### src/rtl/apb_master_pkg.sv
// Shared types and default widths for the APB3 initiator.
// Optional ACCESS-phase timeout is compiled in with APB_MASTER_TIMEOUT_EN.
package apb_master_pkg;

  localparam int APB_ADDR_WIDTH_DEFAULT = 12;
  localparam int APB_DATA_WIDTH_DEFAULT = 32;
  localparam int TIMEOUT_CYCLES_DEFAULT = 255;

  typedef enum logic [1:0] {
    IDLE   = 2'd0,
    SETUP  = 2'd1,
    ACCESS = 2'd2
  } apb_state_e;

  function automatic logic is_word_aligned(input logic [1:0] low_bits);
    return low_bits == 2'b00;
  endfunction

endpackage

### src/rtl/apb_master_timeout.sv
// ACCESS-phase wait counter; only instantiated when APB_MASTER_TIMEOUT_EN is defined.
// expired_o fires on the TIMEOUT_CYCLES-th consecutive ACCESS cycle with PREADY low.
module apb_master_timeout
  import apb_master_pkg::*;
#(
  parameter int TIMEOUT_CYCLES = TIMEOUT_CYCLES_DEFAULT
) (
  input  logic HCLK,
  input  logic HRESET,
  input  logic start_i,
  input  logic active_i,
  input  logic pready_i,
  output logic expired_o
);

  localparam int CNT_W = $clog2(TIMEOUT_CYCLES + 1);

  logic [CNT_W-1:0] count_q, count_d;

  // count_q holds the number of wait cycles already seen before the current one
  always_comb begin
    count_d = count_q;
    if (start_i) begin
      count_d = '0;
    end else if (active_i && !pready_i) begin
      count_d = count_q + 1'b1;
    end
  end

  always_ff @(posedge HCLK) begin
    if (HRESET) begin
      count_q <= '0;
    end else begin
      count_q <= count_d;
    end
  end

  assign expired_o = active_i && !pready_i && (count_q == CNT_W'(TIMEOUT_CYCLES - 1));

endmodule

### src/rtl/apb_master.sv
// Single-outstanding APB3 initiator bridging a simple req/gnt core port.
// Define APB_MASTER_TIMEOUT_EN to bound the ACCESS phase to TIMEOUT_CYCLES wait cycles.
module apb_master
  import apb_master_pkg::*;
#(
  parameter int APB_ADDR_WIDTH = APB_ADDR_WIDTH_DEFAULT,
  parameter int APB_DATA_WIDTH = APB_DATA_WIDTH_DEFAULT,
  parameter int TIMEOUT_CYCLES = TIMEOUT_CYCLES_DEFAULT
) (
  input  logic                      HCLK,
  input  logic                      HRESET,
  input  logic                      req_i,
  output logic                      gnt_o,
  input  logic                      we_i,
  input  logic [APB_ADDR_WIDTH-1:0] addr_i,
  input  logic [APB_DATA_WIDTH-1:0] wdata_i,
  output logic                      rsp_valid_o,
  output logic [APB_DATA_WIDTH-1:0] rsp_rdata_o,
  output logic                      rsp_err_o,
  output logic [APB_ADDR_WIDTH-1:0] PADDR,
  output logic [APB_DATA_WIDTH-1:0] PWDATA,
  output logic                      PWRITE,
  output logic                      PSEL,
  output logic                      PENABLE,
  input  logic [APB_DATA_WIDTH-1:0] PRDATA,
  input  logic                      PREADY,
  input  logic                      PSLVERR
);

  apb_state_e                state_q, state_d;
  logic [APB_ADDR_WIDTH-1:0] paddr_q, paddr_d;
  logic [APB_DATA_WIDTH-1:0] pwdata_q, pwdata_d;
  logic                      pwrite_q, pwrite_d;
  logic                      rsp_valid_q, rsp_valid_d;
  logic [APB_DATA_WIDTH-1:0] rsp_rdata_q, rsp_rdata_d;
  logic                      rsp_err_q, rsp_err_d;
  logic                      timeout_expired;

`ifdef APB_MASTER_TIMEOUT_EN
  apb_master_timeout #(
    .TIMEOUT_CYCLES(TIMEOUT_CYCLES)
  ) u_timeout (
    .HCLK      (HCLK),
    .HRESET    (HRESET),
    .start_i   (state_q == SETUP),
    .active_i  (state_q == ACCESS),
    .pready_i  (PREADY),
    .expired_o (timeout_expired)
  );
`else
  logic unused_timeout_cfg;
  assign unused_timeout_cfg = (TIMEOUT_CYCLES != 0);
  assign timeout_expired    = 1'b0;
`endif

  // Misaligned requests are answered from IDLE without touching the bus
  always_comb begin
    state_d     = state_q;
    paddr_d     = paddr_q;
    pwdata_d    = pwdata_q;
    pwrite_d    = pwrite_q;
    rsp_valid_d = 1'b0;
    rsp_rdata_d = rsp_rdata_q;
    rsp_err_d   = rsp_err_q;
    unique case (state_q)
      IDLE: begin
        if (req_i) begin
          if (is_word_aligned(addr_i[1:0])) begin
            paddr_d  = addr_i;
            pwdata_d = wdata_i;
            pwrite_d = we_i;
            state_d  = SETUP;
          end else begin
            rsp_valid_d = 1'b1;
            rsp_err_d   = 1'b1;
            rsp_rdata_d = '0;
          end
        end
      end
      SETUP: state_d = ACCESS;
      ACCESS: begin
        if (PREADY) begin
          state_d     = IDLE;
          rsp_valid_d = 1'b1;
          rsp_err_d   = PSLVERR;
          rsp_rdata_d = pwrite_q ? '0 : PRDATA;
        end else if (timeout_expired) begin
          state_d     = IDLE;
          rsp_valid_d = 1'b1;
          rsp_err_d   = 1'b1;
          rsp_rdata_d = '0;
        end
      end
      default: state_d = IDLE;
    endcase
  end

  always_ff @(posedge HCLK) begin
    if (HRESET) begin
      state_q     <= IDLE;
      paddr_q     <= '0;
      pwdata_q    <= '0;
      pwrite_q    <= 1'b0;
      rsp_valid_q <= 1'b0;
      rsp_rdata_q <= '0;
      rsp_err_q   <= 1'b0;
    end else begin
      state_q     <= state_d;
      paddr_q     <= paddr_d;
      pwdata_q    <= pwdata_d;
      pwrite_q    <= pwrite_d;
      rsp_valid_q <= rsp_valid_d;
      rsp_rdata_q <= rsp_rdata_d;
      rsp_err_q   <= rsp_err_d;
    end
  end

  assign gnt_o       = (state_q == IDLE);
  assign PSEL        = (state_q != IDLE);
  assign PENABLE     = (state_q == ACCESS);
  assign PADDR       = paddr_q;
  assign PWDATA      = pwdata_q;
  assign PWRITE      = pwrite_q;
  assign rsp_valid_o = rsp_valid_q;
  assign rsp_rdata_o = rsp_rdata_q;
  assign rsp_err_o   = rsp_err_q;

endmodule

### config.mk
export PLATFORM = sky130hd
export DESIGN_NAME = apb_master
export DESIGN_NICKNAME = d
export VERILOG_FILES = /design/src/rtl/apb_master_pkg.sv /design/src/rtl/apb_master_timeout.sv /design/src/rtl/apb_master.sv
export SDC_FILE = /design/constraint.sdc
export NUM_CORES = 1
export LEC_CHECK = 0
export ABC_AREA = 1
export CAP_MARGIN = 20
export CORE_UTILIZATION = 41
export CTS_CLUSTER_SIZE = 8
export DETAILED_ROUTE_END_ITERATION = 10
export GPL_TIMING_DRIVEN = 0
export MAX_ROUTING_LAYER = met4
export PLACE_DENSITY = 0.85
export SYNTH_ARGS = -nofsm -noshare
export SYNTH_HDL_FRONTEND = slang
export SYNTH_SLANG_ARGS = --single-unit
export TNS_END_PERCENT = 30
### constraint.sdc
create_clock -name HCLK -period 1.5 [get_ports HCLK]
set_input_delay 0.45 -clock HCLK [delete_from_list [all_inputs] [get_ports HCLK]]
set_output_delay 0.45 -clock HCLK [all_outputs]
set_load 0.005 [all_outputs]
==> reports/summary.txt, run 1 <==
outcome: finished with violations
failing checks: setup timing
RSZ-0062 raised after global routing: true
cell count after synthesis: 468
worst-path maximum fanout: 4
Worst EP required: 1.05 ns
TritonCTS clock tree: yes
crit path launch: state_q[1]
synthesized area: 3550 um2
critical path, cell by cell: nor2_4 -> buf_6 -> inv_2 -> buf_2
P_leak: 2.55 nW
first-pass GRT wire length: 16,400 um
vias per cell: 4.87
TritonCTS buffer count: 9
DRT iter0 DRCs: 103
clk buf depth: 2
origin of the critical flop-to-flop path: state_q[0]
Yosys warnings: 0
fin util: 67.5%
NumNets Final: 736
CP bufs+invs: 3
max_cap viols: 0
VDD IR max: 0.000714 V
FMAX: 0.648 GHz
Area Growth Syn to Fin: 58.1%
final hold vios: 0
routed length per placed instance: 13.6 um
Max-slew headroom: 68.6%
post-synth cell types: 22
grt ovf: 0
Final ANT Viol Nets: 0
drt pass-1 iters: 4
Final Slew Violations: 0
Yosys top cell by area: dfxtp_1
root cell of the clock tree: clkbuf_8
ranking of synthesized cells by area: dfxtp_1 (46%), nand2_1 (12%), nand4_1 (7.8%)
Hold Worst Slack: 0.407 ns
fin worst setup slack: -0.0428 ns
H-tree Lvls: 3
Mean Syn Cell Area: 7.58 um2
Clock Sinks: 81
share of post-route cells with drive strength above 1: 17.1%
top-area cell type share of the netlist area: 45.7%
nature of the critical path startpoint: register
DR DRC count: 0
placer congestion estimate: 0.785
Hold Startpoint: HRESET
type of the worst min-delay path: in -> reg
Power Density: 880 nW/um2
Arrival @ worst endpoint: 1.09 ns
Crit path largest cell delay: 0.36 ns
slowest library cell on the worst path: dfxtp_4
Worst Setup End Kind: primary output
#FFs+latches synth: 81
chip width: 95.0 um
die area: 9020 um2
delay-heaviest family, CP: flip-flops
clock-pin slew on the worst setup and hold paths: 0.08 ns
row count: 33
Antenna diodes: 0
largest net degree at the start of global routing: 14
I/O Buffers: 161
Top Ports: 164
GR Util All Layers: 24.0%
Post-DP HPWL: 7640 um
Routed WL: 10,400 um
Net Count, Synth: 550
Die H: 95.0 um
initial antenna violation count: 0
post-synthesis sequential area ratio: 45.7%
final setup fails: 3
Crit Path Category: reg -> out
Fill cells: 726
Worst Max-Slew Pin Slew: 0.472 ns
Skew-Pair Late Insertion Delay: 0.35 ns
Layout Skew: 0.0107 ns
Final Cycle Share: 103%
total number of vias: 3,722
fin crit period: 1.54 ns
starting density of the core: 42.7%
Core Region: 8300 um2
vias in the first global route: 3,544
-- worst paths after layout --
check	end	slack [ns]	depth (start not counted)
min reg2reg	PADDR[0]	0.45	2
max	PSEL	-0.04	4
min	PWDATA[19]	0.41	2
max reg2reg	rsp_rdata_o[7]	0.12	8
-- metal layers --
layer	up-vias	share of wire, %	global-route usage (%)
met5	-	0	-
met2	136	48	40.0
met3	14	7.8	5.80
met4	0	1.5	8.46
li1	1880	-	-
met1	1692	43	28.2
-- Yosys cell counts (all sizes together) --
library cell,number
nor2,42
o21ai,1
clkbuf,10
and2,29
a21oi,44
nand2,115
inv,39
o21a,1
dfxtp,81
buf,28
clkinv,1
nand3,33
nand4,44
-- through the flow --
stage                     area, um2  power [mW]  setup slack, ns  cells  setup TNS (ns)
after CTS                      5500        4.93           -0.125    755          -0.400
after global routing           5610        5.16          -0.0941    764          -0.231
after floorplan                3550        2.76            0.211    468               0
final                          5610        4.93          -0.0428    764         -0.0874
after detailed placement       5290        3.29           -0.502    734          -33.27
after global placement         5290        3.26           -0.445    734          -30.75
-- registers in the layout, indices dropped and copies added, names as in the netlist --
| signal | cells |
|---|---|
| PWDATA | 32 |
| rsp_rdata_o | 32 |
| PADDR | 12 |
| state_q | 2 |
| PWRITE | 1 |
| rsp_err_o | 1 |
| rsp_valid_o | 1 |
-- kinds of logic after synthesis --
kind of cell	count (synthesis)	share of synthesized area, %
flip-flops	81	45.7
buffers and inverters	78	11.9
AO/OA/AOI/OAI	46	6.56
AND/OR/NAND/NOR	263	35.9
-- area by class of cell --
cell class              instances  area (um2)  area share (%)
plain buffers                  37         278            4.96
repair buffers                175        1630            29.0
clock inverters                 5        80.1            1.43
well taps                     105         131            2.34
flip-flops and latches         81        1670            29.8
inverters                      40         150            2.68
multi-input cells             310        1530            27.4
clock buffers                  11         131            2.34
-- report_power, final --
group	switching, mW	internal (mW)	leakage (nW)
Clock	0.780	0.936	0.0995
Combinational	0.399	0.498	1.78
Sequential	0.0530	2.27	0.678
-- cells in the final DEF (no fill, tap or decap), drive strengths merged --
master / instances
nand2: 115
dfxtp: 81
dlygate4sd2: 79
clkdlybuf4s50: 78
nand4: 44
a21oi: 44
buf: 43
nor2: 42
inv: 39
nand3: 34
and2: 29
clkbuf: 22
bufinv: 2
clkinvlp: 2
clkinv: 2
o21a: 1
o21ai: 1
dlymetal6s2s: 1
-- what timing repair did --
item                                    4_1_cts  5_1_grt
buffers inserted                              5        9
resized for setup                           137       14
pin swaps                                     1        4
hold buffers                                  0        0
gates cloned                                  0        1
endpoints found under the setup margin      125       76
Power figures use the tool's default switching activity.
==> run 2, diff against run 1 <==
- CTS_BUF_LIST: default -> sky130_fd_sc_hd__clkbuf_16
==> reports/summary.txt, run 2 (synthesis results as in run 1) <==
outcome: finished with violations
failing checks: setup timing
Placed Instance Area: 5290 um2 (unchanged)
I/O Buffers: 161 (unchanged)
GR Util All Layers: 24.4% (+0.41 points)
critical path, cell by cell: nor2_4 -> buf_8 -> inv_2 -> buf_2
Worst Setup End Kind: primary output
sw power: 1.29 mW (+4.9%)
multi-input logic area: 1540 um2 (+0.16%)
starting density of the core: 42.7% (unchanged)
die area: 9020 um2 (unchanged)
most common cell after layout, fill and taps aside: nand2_1
Area Growth Syn to Fin: 59.3%
Power Density: 972 nW/um2 (+10%)
clock share of power: 41.5% (+6.7 points)
Core Region: 8300 um2 (unchanged)
Die H: 95.0 um (unchanged)
Crit path depth: 4 (unchanged)
Final Slew Violations: 0 (unchanged)
Seq pwr share: 42.2% (-4.8 points)
initial antenna violation count: 0 (unchanged)
fin cells: 761 (-0.39%)
max_cap viols: 0 (unchanged)
P_leak: 2.58 nW (+1.1%)
Skew-Pair Late Insertion Delay: 0.33 ns (-0.02 ns)
final hold vios: 0 (unchanged)
DRT iter0 DRCs: 113 (+9.7%)
drt pass-1 iters: 4 (unchanged)
Crit Reg-Reg Endpoint: PWDATA[20]
CP bufs+invs: 3 (unchanged)
row count: 33 (unchanged)
clk buf depth: 2 (unchanged)
Final ANT Viol Nets: 0 (unchanged)
Combinational Power Share: 16.3% (-1.9 points)
Crit path largest cell delay: 0.35 ns (about the same)
Routed WL: 10,500 um (+0.97%)
largest net degree at the start of global routing: 14 (unchanged)
Top Ports: 164 (unchanged)
share of post-route cells with drive strength above 1: 12.5% (-4.6 points)
Layout Skew: 0.00470 ns (-0.00597 ns)
Crit Path Category: reg -> out
RSZ-0062 raised after global routing: true
DR DRC count: 0 (unchanged)
total number of vias: 3,736 (+0.38%)
chip width: 95.0 um (unchanged)
fin worst setup slack: -0.0389 ns (+0.00385 ns)
Antenna diodes: 0 (unchanged)
Arrival @ worst endpoint: 1.09 ns (about the same)
dpl cells: 734 (unchanged)
worst reg2reg setup slack: 0.10 ns (-0.02 ns)
grt ovf: 0 (unchanged)
R2R depth: 7 (-1)
NumNets Final: 733 (-0.41%)
routed length per placed instance: 13.8 um (+1.4%)
crit path launch: state_q[1]
Max-slew headroom: 68.2% (-0.36 points)
TritonCTS clock tree: yes
origin of the critical flop-to-flop path: state_q[1]
vias per cell: 4.91 (+0.77%)
slowest library cell on the worst path: dfxtp_4
final setup fails: 3 (unchanged)
most frequent cells in the layout: nand2_1 (111), dlygate4sd2_1 (80), clkdlybuf4s50_1 (77), dfxtp_1 (73), nand4_1 (44)
internal power: 4.20 mW (+13%)
vias in the first global route: 3,563 (+0.54%)
Fill cells: 708 (-2.5%)
fin area: 5650 um2 (+0.76%)
Worst EP required: 1.05 ns (about the same)
Worst Max-Slew Pin Slew: 0.477 ns (+0.00533 ns)
switch share: 23.6% (-1.4 points)
delay-heaviest family, CP: flip-flops
root cell of the clock tree: clkbuf_16
first-pass GRT wire length: 16,700 um (+1.3%)
worst-path maximum fanout: 3 (-1)
FMAX: 0.650 GHz (+0.25%)
fin crit period: 1.54 ns (-0.00385 ns)
TritonCTS buffer count: 9 (unchanged)
nature of the critical path startpoint: register
Place WS: -0.502 ns (unchanged)
Post-DP HPWL: 7640 um (unchanged)
Clock Sinks: 81 (unchanged)
clock-pin slew on the worst setup and hold paths: 0.06 ns (-0.02 ns)
H-tree Lvls: 3 (unchanged)
Sequential Area: 1640 um2 (-2.2%)
type of the worst min-delay path: in -> reg
CP endpoint: PSEL
placer congestion estimate: 0.785 (unchanged)
VDD IR max: 0.000719 V (+0.67%)
Final Cycle Share: 103% (-0.26 points)
-- run 2: layout make-up --
class | instances | area share (%)
Timing Repair Buffer | 173 | 28.2
Clock inverter | 7 | 1.55
Clock buffer | 9 | 3.99
Inverter | 40 | 2.66
Multi-Input combinational cell | 309 | 27.2
Sequential cell | 81 | 29.0
Tap cell | 105 | 2.33
Buffer | 37 | 5.07
-- run 2: power groups by stage --
stage / Clock [mW] / Combinational (mW) / Sequential [mW]
after floorplan: 0 / 0.390 / 2.37
after global placement: 0 / 0.903 / 2.36
after detailed placement: 0 / 0.924 / 2.37
after CTS: 2.31 / 0.885 / 2.31
after global routing: 2.42 / 0.987 / 2.33
final: 2.28 / 0.893 / 2.31
-- run 2: repair_timing --
action,CTS,global route
pin swaps,3,5
hold buffers,0,0
setup buffers,10,1
gates resized for setup,115,9
setup endpoints to repair,139,54
cloned,1,0
-- run 2: worst min path at each step --
stage	depth (start not counted)	slack [ns]	startpoint	endpoint
3_3_place_gp	2	0.44	PADDR[0]	PADDR[0]
4_1_cts	2	0.42	HRESET	PWDATA[21]
5_1_grt	2	0.46	HRESET	PWDATA[23]
2_1_floorplan	2	0.45	PADDR[0]	PADDR[0]
6_report	2	0.44	HRESET	PWDATA[21]
3_5_place_dp	2	0.45	PADDR[0]	PADDR[0]
-- run 2: per-layer routing --
layer	vias to the layer above	track usage [%]	share of wire [%]
li1	1877	-	-
met1	1705	29.0	43
met2	139	40.9	48
met3	15	4.99	7.3
met4	0	8.59	1.4
met5	-	-	0
-- run 2: stage by stage --
step                power [mW]  setup TNS, ns  hold slack (ns)  util, %
floorplan                 2.76              0            0.449        -
global placement          3.26         -30.75            0.444     63.7
detailed placement        3.29         -33.27            0.447     63.7
CTS                       5.51         -0.154            0.424     67.8
global route              5.73         -0.162            0.456     68.1
finish                    5.49        -0.0526            0.440     68.1
==> run 3, diff against run 2 <==
- CORE_UTILIZATION: 41 -> 43
- CTS_BUF_LIST: sky130_fd_sc_hd__clkbuf_16 -> sky130_fd_sc_hd__clkbuf_8
- PLACE_DENSITY: 0.85 -> 0.88
==> reports/summary.txt, run 3 (synthesis results as in run 1) <==
dpl cells: 731 (-0.41%)
initial antenna violation count: 0 (unchanged)
most common cell after layout, fill and taps aside: nand2_1
failing checks: setup timing
nature of the critical path startpoint: register
row count: 32 (-3.0%)
TritonCTS buffer count: 9 (unchanged)
RSZ-0062 raised after global routing: true
grt ovf: 0 (unchanged)
Antenna diodes: 0 (unchanged)
vias in the first global route: 3,556 (-0.20%)
first-pass GRT wire length: 16,800 um (+1.0%)
type of the worst min-delay path: in -> reg
starting density of the core: 45.2% (+2.5 points)
Arrival @ worst endpoint: 1.14 ns (+0.05 ns)
met3 GRT Util: 5.91% (+0.92 points)
clock-pin slew on the worst setup and hold paths: 0.08 ns (+0.02 ns)
I/O Buffers: 161 (unchanged)
Fill cells: 664 (-6.2%)
DR DRC count: 0 (unchanged)
vias per cell: 4.96 (+0.97%)
final hold vios: 0 (unchanged)
Max-slew headroom: 68.0% (-0.19 points)
Worst Max-Slew Pin Slew: 0.480 ns (+0.00283 ns)
fin cells: 763 (+0.26%)
Die H: 92.8 um (-2.3%)
routed length per placed instance: 14.0 um (+1.1%)
Clock Sinks: 81 (unchanged)
P_leak: 2.60 nW (+0.59%)
Final Slew Violations: 0 (unchanged)
Routed WL: 10,700 um (+1.4%)
fin crit period: 1.59 ns (+0.0554 ns)
GR Util All Layers: 25.3% (+0.84 points)
Post-DP HPWL: 7690 um (+0.69%)
final setup fails: 3 (unchanged)
Final ANT Viol Nets: 0 (unchanged)
most frequent cells in the layout: nand2_1 (112), dlygate4sd2_1 (79), clkdlybuf4s50_1 (77), dfxtp_1 (49), nand4_1 (44)
outcome: finished with violations
CP endpoint: gnt_o
Top Ports: 164 (unchanged)
H-tree Lvls: 3 (unchanged)
total power: 4.76 mW (-13%)
chip width: 92.8 um (-2.3%)
Area Growth Syn to Fin: 58.3%
total number of vias: 3,782 (+1.2%)
placer congestion estimate: 0.842 (+7.2%)
worst-path maximum fanout: 3 (unchanged)
FMAX: 0.627 GHz (-3.5%)
worst reg2reg setup slack: 0.04 ns (-0.06 ns)
Worst Setup End Kind: primary output
met2 usage: 43.2% (+2.3 points)
DRT iter0 DRCs: 93 (-18%)
met1 usage: 29.1% (+0.043 points)
VDD IR max: 0.000714 V (-0.70%)
Most Crowded Layer GR: met2
drt pass-1 iters: 4 (unchanged)
Core Region: 7850 um2 (-5.4%)
fin worst setup slack: -0.0943 ns (-0.0554 ns)
TritonCTS clock tree: yes
Skew-Pair Late Insertion Delay: 0.34 ns (about the same)
die area: 8610 um2 (-4.5%)
crit path launch: state_q[1]
max_cap viols: 0 (unchanged)
origin of the critical flop-to-flop path: state_q[1]
Layout Skew: 0.00974 ns (+0.00504 ns)
Power Density: 849 nW/um2 (-13%)
Worst EP required: 1.05 ns (about the same)
clk buf depth: 2 (unchanged)
R2R depth: 10 (+3)
Crit Reg-Reg Endpoint: rsp_rdata_o[12]
NumNets Final: 738 (+0.68%)
root cell of the clock tree: clkbuf_8
Crit Path Category: reg -> out
Final Cycle Share: 106% (+3.7 points)
share of post-route cells with drive strength above 1: 16.5% (+4.0 points)
largest net degree at the start of global routing: 13 (-1)
run 3: cell count changes in the layout (fill, tap and decap cells not counted), sizes merged:
cell | previous run | this run
dlygate4sd2 | 80 | 79
buf | 42 | 47
inv | 41 | 42
clkinvlp | 2 | 0
clkbuf | 19 | 20
clkinv | 2 | 3
bufinv | 2 | 1
dlymetal6s2s | 1 | 2
run 3: stage by stage:
step / instance area, um2 / util [%] / hold slack [ns] / TNS (ns) / setup slack, ns
5_1_grt: 5610 / 71.5 / 0.410 / -0.417 / -0.151
3_3_place_gp: 5290 / 67.3 / 0.444 / -25.71 / -0.396
6_report: 5610 / 71.5 / 0.414 / -0.222 / -0.0943
4_1_cts: 5490 / 70.0 / 0.402 / -0.303 / -0.161
3_5_place_dp: 5290 / 67.3 / 0.451 / -27.86 / -0.435
2_1_floorplan: 3550 / - / 0.449 / 0 / 0.211
run 3: final cells by class:
| type | count | area, um2 | share of cell area, % |
|---|---|---|---|
| Clock buffer | 10 | 138 | 2.45 |
| Sequential cell | 81 | 1670 | 29.7 |
| Buffer | 37 | 265 | 4.73 |
| Clock inverter | 6 | 51.3 | 0.914 |
| Multi-Input combinational cell | 309 | 1540 | 27.4 |
| Tap cell | 102 | 128 | 2.27 |
| Inverter | 40 | 150 | 2.68 |
| Timing Repair Buffer | 178 | 1670 | 29.8 |
run 3: per-layer routing:
metal	part of all wire [%]	vias to the layer above
li1	-	1884
met4	1.6	0
met2	51	137
met3	6.8	13
met5	0	-
met1	41	1748
run 3: worst min path at each step:
stage | endpoint | slack, ns | from | cells after the start
floorplan | PADDR[0] | 0.45 | PADDR[0] | 2
CTS | PWDATA[21] | 0.40 | HRESET | 2
global route | PWDATA[23] | 0.41 | HRESET | 2
detailed placement | PWDATA[6] | 0.45 | PWDATA[6] | 2
global placement | PADDR[0] | 0.44 | PADDR[0] | 2
finish | PWDATA[21] | 0.41 | HRESET | 2
run 3: timing repair:
item / in CTS / in global routing
hold endpoints to repair: 0 / 0
buffers inserted: 7 / 9
resized for setup: 133 / 14
cloned: 0 / 1
setup endpoints to repair: 121 / 59
hold buffers: 0 / 0
pin swaps: 2 / 5
run 3: where the power goes:
| group | leakage (nW) | internal (mW) | switching [mW] |
|---|---|---|---|
| combinational | 1.81 | 0.502 | 0.402 |
| clock | 0.110 | 0.793 | 0.747 |
| sequential | 0.676 | 2.26 | 0.0545 |
| total | 2.60 | 3.56 | 1.20 |
run 3: worst max-delay path, cell delays in order (launching register included):
cell and delay (ns):
dfxtp_4 0.36, nor2_4 0.15, buf_6 0.13, buf_6 0.10
buf_6 0.08
